<file path="config.mk">
export PLATFORM = sky130hd
export DESIGN_NAME = fetch_sequencer_flat
export DESIGN_NICKNAME = d
export VERILOG_FILES = /design/src/rtl/fetch_sequencer_pkg.sv /design/src/rtl/fetch_sequencer_if.sv /design/src/rtl/fetch_sequencer_pc_next_sel.sv /design/src/rtl/fetch_sequencer.sv /design/src/flat_wrapper.sv
export SDC_FILE = /design/constraint.sdc
export NUM_CORES = 1
export LEC_CHECK = 0
export BUFFER_PORTS_ARGS = -buffer_cell sky130_fd_sc_hd__buf_4
export CORE_UTILIZATION = 44
export DETAILED_ROUTE_END_ITERATION = 12
export PLACE_DENSITY = 0.77
export SYNTH_ARGS = -nofsm -noshare
export SYNTH_HDL_FRONTEND = slang
export SYNTH_SLANG_ARGS = --single-unit
</file>
<file path="constraint.sdc">
create_clock -name clk -period 2.3 [get_ports clk]
set_clock_uncertainty 0.2 [all_clocks]
set_input_delay 0.46 -clock clk [delete_from_list [all_inputs] [get_ports clk]]
set_output_delay 0.46 -clock clk [all_outputs]
set_load 0.01 [all_outputs]
</file>
<file path="src/rtl/fetch_sequencer_pkg.sv">
// Shared opcodes, instruction field helpers and fetch state encoding for fetch_sequencer.
package fetch_sequencer_pkg;

  localparam logic [5:0] OP_JMP  = 6'h02;
  localparam logic [5:0] OP_HALT = 6'h3F;

  typedef enum logic [1:0] {
    ST_RUN,
    ST_HALT,
    ST_FAULT
  } fetch_state_e;

  function automatic logic [5:0] opcode(input logic [31:0] word);
    return word[31:26];
  endfunction

  // Jump keeps the upper six pc bits and replaces the low 26 with the jump field.
  function automatic logic [31:0] jump_target(input logic [31:0] pc, input logic [31:0] word);
    return {pc[31:26], word[25:0]};
  endfunction

endpackage

</file>
<file path="src/rtl/fetch_sequencer_if.sv">
// Instruction-memory, redirect and decode-handshake signals of fetch_sequencer.
interface fetch_sequencer_if;
  logic [31:0] imem_addr;
  logic [31:0] imem_instr;
  logic        redirect_valid;
  logic [31:0] redirect_pc;
  logic        out_valid;
  logic        out_ready;
  logic [31:0] out_pc;
  logic [31:0] out_instr;

  modport master (
    output imem_addr, out_valid, out_pc, out_instr,
    input  imem_instr, redirect_valid, redirect_pc, out_ready
  );

  modport slave (
    input  imem_addr, out_valid, out_pc, out_instr,
    output imem_instr, redirect_valid, redirect_pc, out_ready
  );
endinterface

</file>
<file path="src/rtl/fetch_sequencer_pc_next_sel.sv">
// Combinational next-pc / next-state / output-register control for fetch_sequencer.
module pc_next_sel
  import fetch_sequencer_pkg::*;
#(
  parameter int unsigned IMEM_DEPTH = 11
) (
  input  fetch_state_e state,
  input  logic [31:0]  pc,
  input  logic         fetch_en,
  input  logic         out_valid,
  input  logic         out_ready,
  input  logic         redirect_valid,
  input  logic [31:0]  redirect_pc,
  input  logic [31:0]  imem_instr,
  output logic [31:0]  pc_next,
  output fetch_state_e state_next,
  output logic         valid_next,
  output logic         load_out,
  output logic         fold_jmp
);

  logic slot_free;
  logic fire;

  assign slot_free = !out_valid || out_ready;
  assign fire      = (state == ST_RUN) && fetch_en && slot_free;

  always_comb begin
    pc_next    = pc;
    state_next = state;
    valid_next = out_valid && !out_ready;
    load_out   = 1'b0;
    fold_jmp   = 1'b0;
    if (redirect_valid) begin
      pc_next    = redirect_pc;
      state_next = ST_RUN;
      valid_next = 1'b0;
    end else if (fire) begin
      if (pc >= IMEM_DEPTH) begin
        state_next = ST_FAULT;
      end else begin
        case (opcode(imem_instr))
          OP_JMP: begin
            pc_next  = jump_target(pc, imem_instr);
            fold_jmp = 1'b1;
          end
          OP_HALT: begin
            load_out   = 1'b1;
            valid_next = 1'b1;
            state_next = ST_HALT;
          end
          default: begin
            load_out   = 1'b1;
            valid_next = 1'b1;
            pc_next    = pc + 32'd1;
          end
        endcase
      end
    end
  end

endmodule

</file>
<file path="src/rtl/fetch_sequencer.sv">
// Instruction-fetch controller: owns pc, folds JMP, stops on HALT/fault, feeds decode.
// Optional FETCH_PERF_EN adds a saturating folded-JMP counter on jmp_count.
module fetch_sequencer
  import fetch_sequencer_pkg::*;
#(
  parameter logic [31:0] RESET_PC   = 32'h0,
  parameter int unsigned IMEM_DEPTH = 11
) (
  input  logic                clk,
  input  logic                rst_n,
  input  logic                fetch_en,
  fetch_sequencer_if.master   bus,
  output logic                halted,
  output logic                fault,
  output logic [15:0]         jmp_count
);

  fetch_state_e state, state_next;
  logic [31:0]  pc, pc_next;
  logic         valid_next;
  logic         load_out;
  logic         fold_jmp;

  pc_next_sel #(
    .IMEM_DEPTH(IMEM_DEPTH)
  ) u_pc_next_sel (
    .state          (state),
    .pc             (pc),
    .fetch_en       (fetch_en),
    .out_valid      (bus.out_valid),
    .out_ready      (bus.out_ready),
    .redirect_valid (bus.redirect_valid),
    .redirect_pc    (bus.redirect_pc),
    .imem_instr     (bus.imem_instr),
    .pc_next        (pc_next),
    .state_next     (state_next),
    .valid_next     (valid_next),
    .load_out       (load_out),
    .fold_jmp       (fold_jmp)
  );

  always_ff @(posedge clk or negedge rst_n) begin
    if (!rst_n) begin
      state <= ST_RUN;
      pc    <= RESET_PC;
    end else begin
      state <= state_next;
      pc    <= pc_next;
    end
  end

  always_ff @(posedge clk or negedge rst_n) begin
    if (!rst_n) begin
      bus.out_valid <= 1'b0;
      bus.out_pc    <= '0;
      bus.out_instr <= '0;
    end else begin
      bus.out_valid <= valid_next;
      if (load_out) begin
        bus.out_pc    <= pc;
        bus.out_instr <= bus.imem_instr;
      end
    end
  end

  assign bus.imem_addr = pc;
  assign halted        = (state == ST_HALT);
  assign fault         = (state == ST_FAULT);

`ifdef FETCH_PERF_EN
  logic [15:0] jmp_cnt;

  always_ff @(posedge clk or negedge rst_n) begin
    if (!rst_n) begin
      jmp_cnt <= '0;
    end else if (fold_jmp && (jmp_cnt != '1)) begin
      jmp_cnt <= jmp_cnt + 16'd1;
    end
  end

  assign jmp_count = jmp_cnt;
`else
  logic unused_fold;
  assign unused_fold = fold_jmp;
  assign jmp_count   = '0;
`endif

endmodule

</file>
<file path="src/flat_wrapper.sv">
// flat-port wrapper written by rule: the top's interface ports become plain ports
module fetch_sequencer_flat import fetch_sequencer_pkg::*;
#(
  parameter logic [31:0] RESET_PC   = 32'h0,
  parameter int unsigned IMEM_DEPTH = 11
)
  (clk, rst_n, fetch_en, halted, fault, jmp_count, bus_imem_addr, bus_out_valid, bus_out_pc, bus_out_instr, bus_imem_instr, bus_redirect_valid, bus_redirect_pc, bus_out_ready);
  fetch_sequencer_if bus_i ();
  input  logic clk;
  input  logic rst_n;
  input  logic fetch_en;
  output logic halted;
  output logic fault;
  output logic [15:0] jmp_count;
  output wire logic [$bits(bus_i.imem_addr)-1:0] bus_imem_addr;
  output wire logic [$bits(bus_i.out_valid)-1:0] bus_out_valid;
  output wire logic [$bits(bus_i.out_pc)-1:0] bus_out_pc;
  output wire logic [$bits(bus_i.out_instr)-1:0] bus_out_instr;
  input wire logic [$bits(bus_i.imem_instr)-1:0] bus_imem_instr;
  input wire logic [$bits(bus_i.redirect_valid)-1:0] bus_redirect_valid;
  input wire logic [$bits(bus_i.redirect_pc)-1:0] bus_redirect_pc;
  input wire logic [$bits(bus_i.out_ready)-1:0] bus_out_ready;
  assign bus_imem_addr = bus_i.imem_addr;
  assign bus_out_valid = bus_i.out_valid;
  assign bus_out_pc = bus_i.out_pc;
  assign bus_out_instr = bus_i.out_instr;
  assign bus_i.imem_instr = bus_imem_instr;
  assign bus_i.redirect_valid = bus_redirect_valid;
  assign bus_i.redirect_pc = bus_redirect_pc;
  assign bus_i.out_ready = bus_out_ready;
  fetch_sequencer #(.RESET_PC(RESET_PC), .IMEM_DEPTH(IMEM_DEPTH)) u_core (.clk(clk), .rst_n(rst_n), .fetch_en(fetch_en), .bus(bus_i), .halted(halted), .fault(fault), .jmp_count(jmp_count));
endmodule
</file>
# Yosys cells after proc, flatten, opt, wreduce, memory -nomap -nowiden
# Index checks and enable logic that the tools add are counted.
classes:
  n_lt_le_gt_ge: 1
  n_shift: 0
  n_div: 0
  mux: 16
  n_bitwise: 0
  n_mul: 0
  n_reduce_logical: 12
  n_eq_ne: 7
  addsub: 1
ops:
  columns: ["operator", "count"]
  rows:
  - ["$mux 32", 3]
  - ["$pmux 32 s2", 1]
  - ["$add 32x1->32 const B", 1]
  - ["$ge 32x4->1 const B", 1]
  - ["$mux 1", 8]
  - ["$mux 2", 4]
  - ["$eq 6x2->1 const B", 1]
  - ["$eq 6x6->1 const B", 1]
  - ["$ne 2x2->1 const B", 3]
  - ["$reduce_and 4->1", 1]
  - ["$logic_and 1x1->1", 3]
  - ["$reduce_and 3->1", 1]
  - ["$reduce_bool 3->1", 1]
  - ["$eq 2x1->1 const B", 1]
  - ["$eq 2x2->1 const B", 1]
  - ["$logic_not 1->1", 2]
  - ["$logic_not 2->1", 1]
  - ["$reduce_and 2->1", 1]
  - ["$reduce_bool 2->1", 1]
  - ["$logic_or 1x1->1", 1]
word_totals:
  ramBits: 0
  ff_bits: 99
  memories: 0
  elab_cells: 43
  input_bits: 69
  romBits: 0
  latchBits: 0

# Depth between registers and ports, before layout
logic_depth:
  depth_word: 6
  ltp_mapped: 7
  mapped_depth_nobuf: 6

# Modules after synthesis
# From an unflattened synthesis, not the netlist that was laid out.
unflattened:
  cells_unflattened: 337
  hier_area_um2: 4530.6
modules_own_cells:
  columns: ["mod", "seq_area_each_um2", "n_inst", "area_each_um2", "cells_per_inst"]
  rows:
  - ["fetch_sequencer", 2477.4, 1, 3691.0, 189]
  - ["pc_next_sel", 0.0, 1, 839.6, 148]

# Worst setup path before layout
# Ideal clock, no wire load.
synth_timing:
  path_kind: "reg2reg"
  from: "reg u_core.pc[0] (netlist: u_core.bus.imem_addr[0])"
  to: "reg u_core.bus.out_pc[2]"
  period_less_slack_ns: 2.468
  t_arrival_ns: 2.141
  stages_incl_launch_ff: 8
  slack_ns: -0.168
  path_cell_list: "dfrtp_1 > ha_1 > o21ai_0 > nand4_4 > nor4_2 > buf_4 > buf_6 > mux2_1"
synth_between:
  elab_chain_len: 4
synth_rtl:
  columns: ["item", "line_no", "rtl"]
  rows:
  - ["from (decl)", "fetch_sequencer.sv:19", "logic [31:0] pc, pc_next;"]
  - ["from (signal assigned)", "fetch_sequencer.sv:48", "pc <= pc_next;"]
  - ["$ge 32x4->1", "fetch_sequencer_pc_next_sel.sv:39", "if (pc >= IMEM_DEPTH) begin"]
  - ["$mux 1", "fetch_sequencer_pc_next_sel.sv:39", null]
  - ["$mux 1", "fetch_sequencer_pc_next_sel.sv:38", "end else if (fire) begin"]
  - ["$mux 1", "fetch_sequencer_pc_next_sel.sv:34", "if (redirect_valid) begin"]
  - ["to (signal assigned)", "fetch_sequencer.sv:60", "bus.out_pc <= pc;"]
  - ["to (decl)", "fetch_sequencer_if.sv:13", "output imem_addr, out_valid, out_pc, out_instr,"]
# Every way passes these cells.
# A chain may end at the register's enable or synchronous reset.

# Final worst setup path
layout_timing:
  from: "reg u_core.pc[1] (netlist: u_core.bus.imem_addr[1])"
  to: "reg u_core.bus.out_instr[12]"
layout_between:
  elab_chain_len: 4
layout_rtl:
  columns: ["item", "line_no", "rtl"]
  rows:
  - ["$ge 32x4->1", "fetch_sequencer_pc_next_sel.sv:39", null]
  - ["$mux 1", "fetch_sequencer_pc_next_sel.sv:39", null]
  - ["$mux 1", "fetch_sequencer_pc_next_sel.sv:38", null]
  - ["$mux 1", "fetch_sequencer_pc_next_sel.sv:34", null]
  - ["to (signal assigned)", "fetch_sequencer.sv:61", "bus.out_instr <= bus.imem_instr;"]
  - ["to (decl)", "fetch_sequencer_if.sv:13", null]
# Every way passes these cells.

==> results.md <==
- Status: finished clean
- Initial antenna violation count: 0
- Reg2reg end: u_core.bus.out_instr[12]
- Post-route minimum period: 2.289 ns
- CP Capture Type: flip-flop
- Largest family of logic cells by synthesized area: simple AND/OR/NAND/NOR gates
- Max_cap viols: 0
- Largest net degree at the start of global routing: 100
- Clock buffer depth: 2
- Critical path depth: 7
- Commonest cells after routing, fill and taps aside: 221 x buf_4, 98 x dfrtp_1, 33 x mux2_4
- Post-synth top area share: 54.37%
- Multi-input gate area: 2068 µm²
- Post-Syn Area: 4557 µm²
- Post-synthesis register bit count: 99
- Final setup viols: 0
- RSZ-0062 raised after global routing: true
- Final hold vios: 0
- Starting density of the core: 45.98%
- YS warnings: 0
- Yosys cell types: 50
- Pleak: 3.402 nW
- Sequential area share after synthesis: 54.37%
- Adder-cell area share of the yosys netlist: 0.2746%
- Synth area leaders: dfrtp_1 54%, mux2_1 8.9%, nor2b_1 4.1%, buf_4 2.8%, nand2_1 2.4%
- Setup WS post-layout: 0.01055 ns
- Fin crit share: 99.54%
- Post-Synth Simple-Gate Area: 16.86%
- Gp weighted congestion: 0.8535
- Router iterations before antenna repair: 4
- I/O Buffers: 167
- Clock Sinks: 99
- Post-synthesis mux area share: 11.29%
- FF-to-FF path depth: 7
- H-Tree Depth: 3
- Worst slew pin tran: 0.5204 ns
- RR Startpoint: u_core.bus.imem_addr[1]
- Area of the die: 10770 µm²
- Total CTS buffers: 9
- Design Area, Final: 6802 µm²
- Setup_tns: 0 ns
- Routed vias/inst: 5.206
- Max-slew violation count: 0
- Delay-heaviest family, CP: simple AND/OR/NAND/NOR gates
- Post-Synth XOR/XNOR Area: 0.3844%
- # IOs: 184
- Crit Path Category: flip-flop to flip-flop
- Die Span X: 103.8 µm
- Type of element launching the critical path: flip-flop
- Area growth, synth to finish: 49.26%
- Maximum clock rate: 436.8 MHz
- First-pass GRT wire length: 20420 µm
- Commonest non-fill, non-tap cell in the layout: buf_4
- Fin util: 68.64%
- Die Y: 103.8 µm
- Setup WS pre-CTS: -0.1112 ns
- Vias in the first global route: 3934
- Initial DRC count: 163
- Core ar.: 9910 µm²
- Post-DRT Antenna Nets: 0
- DR DRC count: 0
- Worst min-delay path class: input pin to flip-flop
- Hold_sp: bus_redirect_pc[10]
- Post-synth top flop: dfrtp_1
- Later-pin clock latency in the skew report: 0.39 ns
- GRT Total Usage: 24.42%
- Slew margin rel.: 65.30%
- Routed vias: 3868
- Worst VDD drop: 0.0005221 V
- Compound-Gate Fraction of Synth Area: 11.45%
- Fillers: 742
- Final #Nets: 675
- Hpwl dp: 9258 µm
- Hold depth: 3
- Hold WS: 0.07545 ns
- Layout cell share with drive strength beyond 1: 50.49%
- Critical path peak fanout: 15
- Number of synthesized flops with an enable pin: 0
- WL final: 13310 µm
- Dpl cell area: 6272 µm²
- Grt ovf: 0
- Row cnt: 36
- Area occupied by registers: 2479 µm²
- CTS tree: yes
- WL/cell: 17.91 µm
- Worst setup path start: u_core.bus.imem_addr[1]
- Req. time, crit path: 2.38 ns
- Cells after Synth: 380
- Async S/R FF share, synth: 100.0%
- Max incr delay on CP: 0.41 ns
- Avg Cell Area, Syn: 11.99 µm²
- Reg2reg setup slack: 0.01 ns
- CTS root buf: clkbuf_8
- Critical path, cell by cell: ha_2, o21ai_4, nand4_4, nor4_4, buf_6, buf_12, mux2_1
- CP Data Arrival Time: 2.36 ns
- Worst Hold End: u_core.bus.imem_addr[10]
- Slowest CP cell: dfrtp_1
- CP bufs+invs: 2
- Ant. Diodes: 0
- Clk pin slew, worst setup/hold paths: 0.10 ns
- Area leader, netlist: dfrtp_1
- P per Cell Area: 581.8 nW/µm²
==> worst max-delay path by stage <==
stage                                    end  slack [ns]
global placement    u_core.bus.out_instr[27]       -0.07
detailed placement  u_core.bus.out_instr[17]       -0.11
CTS                  u_core.bus.imem_addr[8]       0.007
floorplan               u_core.bus.out_pc[2]       0.005
finish              u_core.bus.out_instr[12]        0.01
global route        u_core.bus.out_instr[12]       -0.08
==> cells by family after synthesis <==
family	Yosys count
compound gates	76
xor+xnor	2
fa+ha+maj	1
buf+inv	38
flops	99
mux	46
other cells	1
simple gates	117
==> area by class of cell <==
| type | count | share of cell area [%] |
|---|---|---|
| clock inverters | 3 | 0.6439 |
| repair buffers | 233 | 27.21 |
| clock buffers | 13 | 2.631 |
| multi-input cells | 258 | 30.41 |
| flip-flops and latches | 99 | 36.44 |
| well taps | 133 | 2.447 |
| inverters | 4 | 0.2208 |
==> cells in the mapped netlist (all sizes together) (2+ instances only) <==
master,n
a22o,2
clkbuf,9
a21oi,9
dfrtp,99
nor4,11
nand2b,2
xor2,2
nor4b,2
buf,25
o41ai,3
nand3,12
inv,4
nor3,3
mux2i,3
a31oi,17
nand4,6
a21boi,3
and2,10
o21ai,21
a211oi,2
nor2b,30
mux2,43
a41oi,6
nand2,29
o21a,2
o31ai,5
nor2,8
==> power by group <==
part,internal (mW),switching [mW]
registers,1.82,0.0921
logic,0.413,0.399
clock network,0.622,0.610
total,2.86,1.10
==> sequential cells by signal, indices dropped and copies added (netlist names) <==
name                  count
u_core.state              2
u_core.bus.out_pc        32
u_core.bus.out_valid      1
u_core.bus.out_instr     32
u_core.bus.imem_addr     32
==> what timing repair did <==
action	CTS	global route
hold buffers	1	0
pin swaps	2	6
endpoints found under the setup margin	56	58
cloned	0	3
buffers inserted	1	6
hold endpoints to repair	99	0
resized for setup	2	45
==> worst register-to-register path: cells and delay by family, from the launching register on <==
family                     cells  cell delay, ns
and+or+nand+nor                2            0.48
DFF                            1            0.41
buffers and inverters          2            0.37
muxes                          1            0.33
adders and majority gates      1            0.20
AOI/OAI and AO/OA              1            0.18
==> per-layer routing <==
layer	global-route usage, %	vias up	wire (µm)
li1	-	1782	-
met4	6.633	0	138
met1	30.40	1915	5848
met3	8.055	11	894
met5	0	-	0
met2	40.80	160	6425
==> through the flow <==
step | cells | power, mW
after detailed placement | 716 | 2.721
after floorplan | 395 | 2.253
after CTS | 734 | 3.957
final | 743 | 3.957
after global placement | 716 | 2.699
after global routing | 743 | 4.121
Power figures use the tool's default switching activity.
